<file path="src/rtl/vm2002_change_dispenser_if.sv">
// Signal bundle between the vm2002 core/supplier side and the change dispenser.
// The dispenser takes the slave view; the driving environment takes the master view.
interface vm2002_change_dispenser_if;
    logic [1:0]  status;
    logic [15:0] balance;
    logic        load_valid;
    logic [1:0]  load_coin;
    logic [3:0]  load_count;
    logic [1:0]  coin_out;
    logic        coin_valid;
    logic        busy;
    logic        done;
    logic        shortfall;
    logic [15:0] residual;
    logic [7:0]  q_cnt;
    logic [7:0]  d_cnt;
    logic [7:0]  n_cnt;

    modport master (
        output status, balance, load_valid, load_coin, load_count,
        input  coin_out, coin_valid, busy, done, shortfall, residual, q_cnt, d_cnt, n_cnt
    );

    modport slave (
        input  status, balance, load_valid, load_coin, load_count,
        output coin_out, coin_valid, busy, done, shortfall, residual, q_cnt, d_cnt, n_cnt
    );
endinterface

</file>
<file path="src/rtl/vm2002_change_dispenser.sv">
// Change-return engine: on a refund edge, pays the balance back greedily as a
// paced coin stream drawn from saturating per-denomination inventory counters.
module vm2002_change_dispenser #(
    parameter logic [1:0]  REFUND_CODE = 2'b11,
    parameter int unsigned COIN_GAP    = 2,
    parameter int unsigned INIT_COUNT  = 0
) (
    input logic                      clk,
    input logic                      hrst,
    vm2002_change_dispenser_if.slave bus
);
    typedef enum logic [1:0] {S_IDLE, S_PAY, S_GAP} state_t;

    localparam logic [7:0]  INIT_Q   = 8'(INIT_COUNT);
    localparam logic [15:0] GAP_LOAD = 16'((COIN_GAP >= 2) ? COIN_GAP - 2 : 0);

    state_t      state_q;
    logic [1:0]  prev_status_q;
    logic [15:0] rem_q;
    logic [15:0] gap_q;
    logic [1:0]  coin_out_q;
    logic        coin_valid_q;
    logic        busy_q;
    logic        done_q;
    logic        shortfall_q;
    logic [15:0] residual_q;

    logic [7:0]  inv_cnt [1:3];
    logic        trigger;
    logic [1:0]  sel_coin;
    logic [15:0] sel_val;

    assign trigger = (bus.status == REFUND_CODE) && (prev_status_q != REFUND_CODE);

    // Greedy pick; index 3/2/1 = quarter/dime/nickel, same as the coin encoding.
    always_comb begin
        sel_coin = 2'b00;
        sel_val  = 16'd0;
        if (rem_q >= 16'd25 && inv_cnt[3] != 8'd0) begin
            sel_coin = 2'b11;
            sel_val  = 16'd25;
        end else if (rem_q >= 16'd10 && inv_cnt[2] != 8'd0) begin
            sel_coin = 2'b10;
            sel_val  = 16'd10;
        end else if (rem_q >= 16'd5 && inv_cnt[1] != 8'd0) begin
            sel_coin = 2'b01;
            sel_val  = 16'd5;
        end
    end

    generate
        for (genvar gi = 1; gi <= 3; gi++) begin : g_inv
            logic [7:0] cnt_q;
            logic [7:0] cnt_d;
            logic [9:0] sum;
            logic       load_hit;
            logic       disp_hit;

            // A coin is only ever dispensed when cnt_q > 0, so the subtraction cannot wrap.
            always_comb begin
                load_hit = bus.load_valid && (bus.load_coin == 2'(gi));
                disp_hit = (state_q == S_PAY) && (sel_coin == 2'(gi));
                sum      = {2'b00, cnt_q}
                         + (load_hit ? {6'b0, bus.load_count} : 10'd0)
                         - (disp_hit ? 10'd1 : 10'd0);
                cnt_d    = (sum > 10'd255) ? 8'hFF : sum[7:0];
            end

            always_ff @(posedge clk) begin
                if (hrst) begin
                    cnt_q <= INIT_Q;
                end else begin
                    cnt_q <= cnt_d;
                end
            end

            assign inv_cnt[gi] = cnt_q;
        end
    endgenerate

    always_ff @(posedge clk) begin
        if (hrst) begin
            state_q       <= S_IDLE;
            prev_status_q <= 2'b00;
            rem_q         <= 16'd0;
            gap_q         <= 16'd0;
            coin_out_q    <= 2'b00;
            coin_valid_q  <= 1'b0;
            busy_q        <= 1'b0;
            done_q        <= 1'b0;
            shortfall_q   <= 1'b0;
            residual_q    <= 16'd0;
        end else begin
            prev_status_q <= bus.status;
            coin_out_q    <= 2'b00;
            coin_valid_q  <= 1'b0;
            done_q        <= 1'b0;
            case (state_q)
                S_IDLE: begin
                    if (trigger) begin
                        rem_q       <= bus.balance;
                        shortfall_q <= 1'b0;
                        residual_q  <= 16'd0;
                        busy_q      <= 1'b1;
                        state_q     <= S_PAY;
                    end
                end
                S_PAY: begin
                    if (sel_coin != 2'b00) begin
                        coin_out_q   <= sel_coin;
                        coin_valid_q <= 1'b1;
                        rem_q        <= rem_q - sel_val;
                        if (COIN_GAP >= 2) begin
                            gap_q   <= GAP_LOAD;
                            state_q <= S_GAP;
                        end
                    end else begin
                        done_q      <= 1'b1;
                        shortfall_q <= (rem_q != 16'd0);
                        residual_q  <= rem_q;
                        busy_q      <= 1'b0;
                        state_q     <= S_IDLE;
                    end
                end
                S_GAP: begin
                    if (gap_q == 16'd0) begin
                        state_q <= S_PAY;
                    end else begin
                        gap_q <= gap_q - 16'd1;
                    end
                end
                default: state_q <= S_IDLE;
            endcase
        end
    end

    assign bus.coin_out   = coin_out_q;
    assign bus.coin_valid = coin_valid_q;
    assign bus.busy       = busy_q;
    assign bus.done       = done_q;
    assign bus.shortfall  = shortfall_q;
    assign bus.residual   = residual_q;
    assign bus.q_cnt      = inv_cnt[3];
    assign bus.d_cnt      = inv_cnt[2];
    assign bus.n_cnt      = inv_cnt[1];
endmodule
</file>
<file path="src/flat_wrapper.sv">
// flat-port wrapper written by rule: the top's interface ports become plain ports
module vm2002_change_dispenser_flat 
#(
    parameter logic [1:0]  REFUND_CODE = 2'b11,
    parameter int unsigned COIN_GAP    = 2,
    parameter int unsigned INIT_COUNT  = 0
)
  (clk, hrst, bus_status, bus_balance, bus_load_valid, bus_load_coin, bus_load_count, bus_coin_out, bus_coin_valid, bus_busy, bus_done, bus_shortfall, bus_residual, bus_q_cnt, bus_d_cnt, bus_n_cnt);
  vm2002_change_dispenser_if bus_i ();
  input logic clk;
  input logic hrst;
  input wire logic [$bits(bus_i.status)-1:0] bus_status;
  input wire logic [$bits(bus_i.balance)-1:0] bus_balance;
  input wire logic [$bits(bus_i.load_valid)-1:0] bus_load_valid;
  input wire logic [$bits(bus_i.load_coin)-1:0] bus_load_coin;
  input wire logic [$bits(bus_i.load_count)-1:0] bus_load_count;
  output wire logic [$bits(bus_i.coin_out)-1:0] bus_coin_out;
  output wire logic [$bits(bus_i.coin_valid)-1:0] bus_coin_valid;
  output wire logic [$bits(bus_i.busy)-1:0] bus_busy;
  output wire logic [$bits(bus_i.done)-1:0] bus_done;
  output wire logic [$bits(bus_i.shortfall)-1:0] bus_shortfall;
  output wire logic [$bits(bus_i.residual)-1:0] bus_residual;
  output wire logic [$bits(bus_i.q_cnt)-1:0] bus_q_cnt;
  output wire logic [$bits(bus_i.d_cnt)-1:0] bus_d_cnt;
  output wire logic [$bits(bus_i.n_cnt)-1:0] bus_n_cnt;
  assign bus_i.status = bus_status;
  assign bus_i.balance = bus_balance;
  assign bus_i.load_valid = bus_load_valid;
  assign bus_i.load_coin = bus_load_coin;
  assign bus_i.load_count = bus_load_count;
  assign bus_coin_out = bus_i.coin_out;
  assign bus_coin_valid = bus_i.coin_valid;
  assign bus_busy = bus_i.busy;
  assign bus_done = bus_i.done;
  assign bus_shortfall = bus_i.shortfall;
  assign bus_residual = bus_i.residual;
  assign bus_q_cnt = bus_i.q_cnt;
  assign bus_d_cnt = bus_i.d_cnt;
  assign bus_n_cnt = bus_i.n_cnt;
  vm2002_change_dispenser #(.REFUND_CODE(REFUND_CODE), .COIN_GAP(COIN_GAP), .INIT_COUNT(INIT_COUNT)) u_core (.clk(clk), .hrst(hrst), .bus(bus_i));
endmodule
</file>
<file path="config.mk">
export PLATFORM = sky130hd
export DESIGN_NAME = vm2002_change_dispenser_flat
export DESIGN_NICKNAME = d
export VERILOG_FILES = /design/src/rtl/vm2002_change_dispenser_if.sv /design/src/rtl/vm2002_change_dispenser.sv /design/src/flat_wrapper.sv
export SDC_FILE = /design/constraint.sdc
export NUM_CORES = 1
export LEC_CHECK = 0
export ABC_AREA = 1
export CORE_MARGIN = 8
export CORE_UTILIZATION = 35
export CTS_CLUSTER_SIZE = 8
export DETAILED_ROUTE_END_ITERATION = 10
export GPL_ROUTABILITY_DRIVEN = 0
export GPL_TIMING_DRIVEN = 1
export HOLD_SLACK_MARGIN = 0.12
export PLACE_DENSITY = 0.52
export SLEW_MARGIN = 0
export SYNTH_ARGS = -nofsm -noshare
export SYNTH_HDL_FRONTEND = slang
export SYNTH_SLANG_ARGS = --single-unit
</file>
<file path="constraint.sdc">
create_clock -name clk -period 2.88 [get_ports clk]
set_input_delay 0.576 -clock clk [delete_from_list [all_inputs] [get_ports clk]]
set_output_delay 0.576 -clock clk [all_outputs]
set_load 0.01 [all_outputs]
</file>
==> out/qor.txt, run 1 <==
failing checks: negative setup slack
layout cells sized above 1: 0.272
Final Setup Violations: 10
FF+latch area: 0.00166 sq mm
IO Count: 73
P_sw: 6000 uW
post-synthesis sequential element count: 82
Metal-1 WL: 8660 microns
YS warnings: 0
number of global-route vias before repair: 6,088
Final ANT Viol Nets: 0
worst path buffer plus inverter count: 4
Worst setup SP type: flip-flop
clk sink count: 82
Final Max Tran Viols: 0
fin crit period: 2.95 ns
Worst Path Max Fanout: 8
Leak Pwr: 0.00434 uW
Max Fclk: 0.339 GHz
kind of critical path: reg -> reg
die height: 147 microns
Max transition margin: 0.507
die area: 0.0215 sq mm
post-synthesis sequential area ratio: 0.274
RSZ-0062 raised after global routing: true
Via density: 4.70
Initial DRC Count: 321
DP Area: 0.00767 sq mm
met3 wire length: 606 microns
CP startpoint: u_core.bus.d_cnt[6]
row count: 48
GRT Residual Overflow: 0
CTS Root Cell: clkbuf_16
Starting Density: 0.352
Cell Int Power: 6670 uW
R2R depth: 21
CTS Hold Bufs: 0
Die W: 147 microns
fin crit share: 1.02
worst min path class: reg -> reg
Most common cell on crit path: nand2_2
Layout area overhead: 47.6%
router iterations before antenna repair: 5
crit-path cells: inv_2 > ha_4 > nand2_2 > nor3_2 > nand3_1 > nand2_2 > nand3_2 > nand2_2 > nand2_2 > nor2_2 > ha_1 > inv_1 > ha_2 > inv_2 > fa_2 > o21ai_4 > nand2_2 > nand3_2 > nand3_4 > o21ai_1 > inv_1
Syn Inst Count: 921
synthesized area per cell: 6.50 sq um
critical path's top delay family: simple AND/OR/NAND/NOR gates
hpwl dp: 12,800 microns
first-pass GRT wire length: 29,400 microns
CP max stage cell: fa_2
Worst path max stage delay: 0.36 ns
post-synthesis instance area: 0.00598 sq mm
via count: 6,355
Post-Syn Nets: 1,007
latest clock arrival within the worst-skew pair: 0.35 ns
CTS clk-pin slew, worst paths: 0.06 ns
Reg-to-Reg Start: u_core.bus.d_cnt[6]
Detail Route met2 WL: 8650 microns
crit end category: flip-flop
Max VDD drop: 0.752 mV
CTS buffer count: 9
Core ar.: 0.0170 sq mm
Sequential Power Share: 0.151
Hold Crit Depth: 2
Antenna diodes: 0
PwrDens: 1430 mW/mm^2
H-Tree Depth: 3
fillers: 1,698
Net Sw Frac: 0.474
DP Worst Slack: -0.573 ns
Max clock buf depth: 2
worst setup margin: -0.0701 ns
antenna violations before repair: 0
Critical Path RT: 3.12 ns
critical path arrival: 3.19 ns
Synth cell types: 38
GRT Resource Usage Total: 0.164
Net count, final: 1,209
Gate power share: 0.755
worst hold margin: 0.467 ns
DRC violations left: 0
status: finished with violations
Clk pwr share: 0.094
Clock Skew: 0.00799 ns
FF-to-FF End: u_core.bus.n_cnt[1]
CTS tree: done
Post-Layout Inst Area: 0.00883 sq mm
drt total wl: 18,100 microns
WL per Instance: 13.4 microns
largest net degree at the start of global routing: 40
R2R Setup Slk: -0.07 ns
# port buffers: 72
multi-input logic area: 0.00416 sq mm
final hold viol count: 0
DR top layer: met4
max-cap violations: 0
Hold EP: u_core.bus.residual[8]
min-delay src: u_core.bus.residual[8]
Fin Setup TNS: -0.469 ns
Least-Margin Pin Slew: 0.738 ns
total design power: 12,700 uW
## cell usage in the layout, fill, tap and decap left out, types with 11 or more instances in the layout
cell type,n
dfxtp_1,69
ha_1,42
a21oi_1,52
buf_4,136
nand3_1,47
o21ai_1,16
nand3_2,12
nand2_2,21
nand2_1,191
o21ai_0,13
inv_1,138
dfxtp_2,12
nor2_4,11
xnor2_1,11
nor2_1,106
clkdlybuf4s50_1,70
nand4_1,26
inv_2,17
a21oi_2,14
## cells in the mapped netlist, drive strengths merged
master | number | area, sq um
o21bai | 4 | 30.0
buf | 14 | 115
a21oi | 66 | 338
xnor2 | 11 | 96.3
nand4 | 28 | 196
nand3 | 63 | 325
ha | 55 | 688
o211ai | 1 | 7.51
a31o | 1 | 8.76
a221oi | 1 | 8.76
xor2 | 10 | 87.6
nand3b | 1 | 7.51
nor3 | 7 | 35.0
inv | 156 | 586
mux2i | 2 | 20.0
a31oi | 6 | 37.5
nand2 | 221 | 865
o21a | 1 | 7.51
nor4 | 6 | 37.5
a21o | 1 | 7.51
or2 | 5 | 31.3
dfxtp | 82 | 1640
fa | 4 | 80.1
nor2 | 123 | 484
clkbuf | 15 | 56.3
o21ai | 37 | 185
## flip-flops by register name, indices dropped and copies added (netlist names)
name / count
u_core.gap_q: 16
u_core.bus.coin_valid: 1
u_core.bus.coin_out: 2
u_core.bus.n_cnt: 8
u_core.bus.residual: 16
u_core.bus.shortfall: 1
u_core.bus.busy: 1
u_core.bus.done: 1
u_core.state_q: 2
u_core.bus.d_cnt: 8
u_core.bus.q_cnt: 8
u_core.rem_q: 16
u_core.prev_status_q: 2
## power groups by stage
stage	Combinational (uW)	Sequential (uW)	Clock [uW]
final	9560	1910	1190
after global routing	10700	1970	1270
after CTS	8570	1880	1220
after detailed placement	7890	1880	0
after global placement	7880	1880	0
after floorplan	4940	2010	0
## how the worst max path moves through the flow
stage	cells past startpoint	end
after CTS	21	u_core.bus.n_cnt[4]
after global routing	21	u_core.bus.n_cnt[6]
after global placement	13	u_core.bus.q_cnt[4]
after detailed placement	13	u_core.bus.q_cnt[1]
final	21	u_core.bus.n_cnt[1]
after floorplan	18	u_core.bus.q_cnt[6]
## routing by layer
metal  global-route usage  vias up
li1                     -     3325
met1                0.216     2921
met2                0.276       96
met5                    0        -
met3               0.0265       13
met4               0.0376        0
## worst min-delay path, cell delays in order, from the launching register on
cell	delay, ns
dfxtp_1	0.31
nand2_1	0.06
a21oi_1	0.05
## logic make-up after synthesis
| kind of cell | share of synthesized area |
|---|---|
| AO/OA/AOI/OAI | 0.105 |
| XOR/XNOR | 0.0307 |
| adder cells (fa/ha/maj) | 0.128 |
| buffers and inverters | 0.127 |
| flip-flops | 0.274 |
| multiplexers | 0.00335 |
| AND/OR/NAND/NOR | 0.331 |
## stage by stage
stage / std cells / util
after global placement: 1300 / 0.452
after floorplan: 921 / -
final: 1353 / 0.520
after global routing: 1353 / 0.520
after detailed placement: 1300 / 0.452
after CTS: 1337 / 0.489
## repair_timing
item	CTS	global route
resized for setup	65	107
pin swaps	31	59
buffers inserted	21	14
endpoints found under the setup margin	33	58
gates cloned	0	3
## area by class of cell
type / count / share of cell area
Tap cell: 225 / 0.0319
Multi-Input combinational cell: 657 / 0.471
Timing Repair Buffer: 217 / 0.209
Clock inverter: 6 / 0.00751
Sequential cell: 82 / 0.188
Clock buffer: 10 / 0.0259
Inverter: 156 / 0.0666
Note: power is estimated with default switching activity, not from simulation.
==> run 2, diff against run 1 <==
--- a/config.mk
+++ b/config.mk
@@ -8,3 +8,2 @@
 export ABC_AREA = 1
-export CORE_MARGIN = 8
 export CORE_UTILIZATION = 35
--- a/constraint.sdc
+++ b/constraint.sdc
@@ -3,2 +3,2 @@
 set_output_delay 0.576 -clock clk [all_outputs]
-set_load 0.01 [all_outputs]
+set_load 0.05 [all_outputs]
==> out/qor.txt, run 2 (synthesis gave the netlist of run 1 again) <==
antenna violations before repair: 0 (unchanged)
Worst path max stage delay: 0.35 ns (was 0.36 ns)
Via density: 4.68 (was 4.70)
status: finished with violations (unchanged)
most common cell after layout, fill and taps aside: nand2_1 (unchanged)
DRC violations left: 0 (unchanged)
Critical Path RT: 3.10 ns (was 3.12 ns)
CTS Root Cell: clkbuf_16 (unchanged)
H-Tree Depth: 3 (unchanged)
Final Max Tran Viols: 0 (unchanged)
most frequent cells in the layout: nand2_1, buf_4, inv_1 (was nand2_1, inv_1, buf_4)
IO Count: 73 (unchanged)
hpwl dp: 12,000 microns (was 12,800 microns)
Initial DRC Count: 291 (was 321)
CTS clk-pin slew, worst paths: 0.07 ns (was 0.06 ns)
worst hold margin: 0.464 ns (was 0.467 ns)
row count: 47 (was 48)
Max transition margin: 0.638 (was 0.507)
CTS tree: done (unchanged)
Most common cell on crit path: nand2_2 (unchanged)
Worst Path Max Fanout: 3 (was 8)
Net count, final: 1,210 (was 1,209)
CTS buffer count: 9 (unchanged)
Antenna diodes: 0 (unchanged)
Die W: 133 microns (was 147 microns)
drt total wl: 17,200 microns (was 18,100 microns)
crit end category: flip-flop (unchanged)
failing checks: negative setup slack (unchanged)
worst min path class: reg -> reg (unchanged)
Core ar.: 0.0166 sq mm (was 0.0170 sq mm)
latest clock arrival within the worst-skew pair: 0.35 ns (about the same)
die area: 0.0176 sq mm (was 0.0215 sq mm)
Max clock buf depth: 2 (unchanged)
kind of critical path: reg -> reg (unchanged)
Max Fclk: 0.333 GHz (was 0.339 GHz)
fin crit period: 3.00 ns (was 2.95 ns)
CP max stage cell: dfxtp_4 (was fa_2)
Least-Margin Pin Slew: 0.543 ns (was 0.738 ns)
fillers: 1,634 (was 1,698)
first-pass GRT wire length: 27,500 microns (was 29,400 microns)
via count: 6,319 (was 6,355)
RSZ-0062 raised after global routing: true (unchanged)
GRT Resource Usage Total: 0.193 (was 0.164)
CTS Hold Bufs: 0 (unchanged)
Starting Density: 0.360 (was 0.352)
clk sink count: 82 (unchanged)
worst setup margin: -0.123 ns (was -0.0701 ns)
Layout area overhead: 48.8% (was 47.6%)
worst path buffer plus inverter count: 4 (unchanged)
die height: 133 microns (was 147 microns)
crit-path cells: inv_4 > ha_4 > nand2_4 > nor3_4 > nand3_2 > nand2_4 > nand3_4 > nand2_2 > nand2_2 > nor2_1 > ha_1 > inv_1 > ha_2 > inv_2 > fa_2 > o21ai_2 > buf_4 > nand2_2 > nand2_2 > nand2_2 > nand2_1 > nand2_1 > a21oi_2 > nor2_1 (was inv_2 > ha_4 > nand2_2 > nor3_2 > nand3_1 > nand2_2 > nand3_2 > nand2_2 > nand2_2 > nor2_2 > ha_1 > inv_1 > ha_2 > inv_2 > fa_2 > o21ai_4 > nand2_2 > nand3_2 > nand3_4 > o21ai_1 > inv_1)
Clock Skew: 0.0112 ns (was 0.00799 ns)
fin crit share: 1.04 (was 1.02)
multi-input logic area: 0.00420 sq mm (was 0.00416 sq mm)
layout cells sized above 1: 0.283 (was 0.272)
FF+latch area: 0.00168 sq mm (was 0.00166 sq mm)
Worst setup SP type: flip-flop (unchanged)
critical path arrival: 3.23 ns (was 3.19 ns)
Final ANT Viol Nets: 0 (unchanged)
number of global-route vias before repair: 5,764 (was 6,088)
critical path's top delay family: simple AND/OR/NAND/NOR gates (unchanged)
WL per Instance: 12.8 microns (was 13.4 microns)
max-cap violations: 0 (unchanged)
# port buffers: 72 (unchanged)
GRT Residual Overflow: 0 (unchanged)
Final Setup Violations: 8 (was 10)
router iterations before antenna repair: 4 (was 5)
final hold viol count: 0 (unchanged)
largest net degree at the start of global routing: 42 (was 40)
==> run 2: cell count changes in the layout (fill, tap and decap cells not counted), sizes merged <==
| cell | delta |
|---|---|
| bufinv | -1 |
| clkinv | -4 |
| clkinvlp | +1 |
| inv | +5 |
==> run 2: stage by stage <==
stage | instances | setup TNS (ns) | instance area (sq um) | setup slack (ns) | utilization
floorplan | 921 | -0.239 | 6050 | -0.0392 | -
global placement | 1301 | -10.17 | 7760 | -0.432 | 0.466
detailed placement | 1301 | -10.84 | 7760 | -0.451 | 0.466
CTS | 1340 | -2.13 | 8450 | -0.239 | 0.508
global route | 1349 | -4.17 | 8910 | -0.310 | 0.535
finish | 1349 | -0.650 | 8910 | -0.123 | 0.535
==> run 2: worst min-delay path, stage by stage (launching register included) <==
cell     delay [ns]
dfxtp_1        0.31
nand2_1        0.06
a21oi_1        0.05
==> run 2: layout make-up <==
| class | instances | share of cell area |
|---|---|---|
| inverter | 156 | 0.0669 |
| timing repair buffer | 218 | 0.208 |
| multi-input combinational | 657 | 0.472 |
| clock inverter | 7 | 0.00731 |
| clock buffer | 9 | 0.0253 |
| tap | 220 | 0.0309 |
| sequential | 82 | 0.189 |
==> run 2: routing by layer <==
layer  GRT usage  vias to the layer above  wire length, microns
li1            -                     3336                     -
met1       0.250                     2897                  8230
met2       0.331                       75                  8390
met3      0.0322                       11                   402
met4      0.0498                        0                   175
met5           0                        -                     0
==> run 2: what timing repair did <==
| action | in CTS | in global routing |
|---|---|---|
| pin swaps | 36 | 60 |
| gates resized for setup | 63 | 105 |
| setup buffers | 23 | 9 |
| setup endpoints to repair | 33 | 57 |
| cloned | 0 | 3 |
==> run 2: final timing paths <==
path                                             start                     end  slack [ns]  depth (start not counted)
worst min register to register  u_core.bus.residual[6]  u_core.bus.residual[6]        0.46                          2
worst max register to register     u_core.bus.d_cnt[6]     u_core.bus.n_cnt[6]       -0.12                         24
worst min-delay path            u_core.bus.residual[6]  u_core.bus.residual[6]        0.46                          2
worst max-delay path               u_core.bus.d_cnt[6]     u_core.bus.n_cnt[6]       -0.12                         24
Power of run 2 is not shown: default switching activity piles up to over one toggle a cycle in this logic, so the estimate is an artifact.
==> run 3, diff against run 2 <==
CAP_MARGIN = 20   (was unset)
==> results of run 3 <==
The final DEF is identical to that of run 2; final timing and power are the same.
Power of run 3 is left out for the same reason.
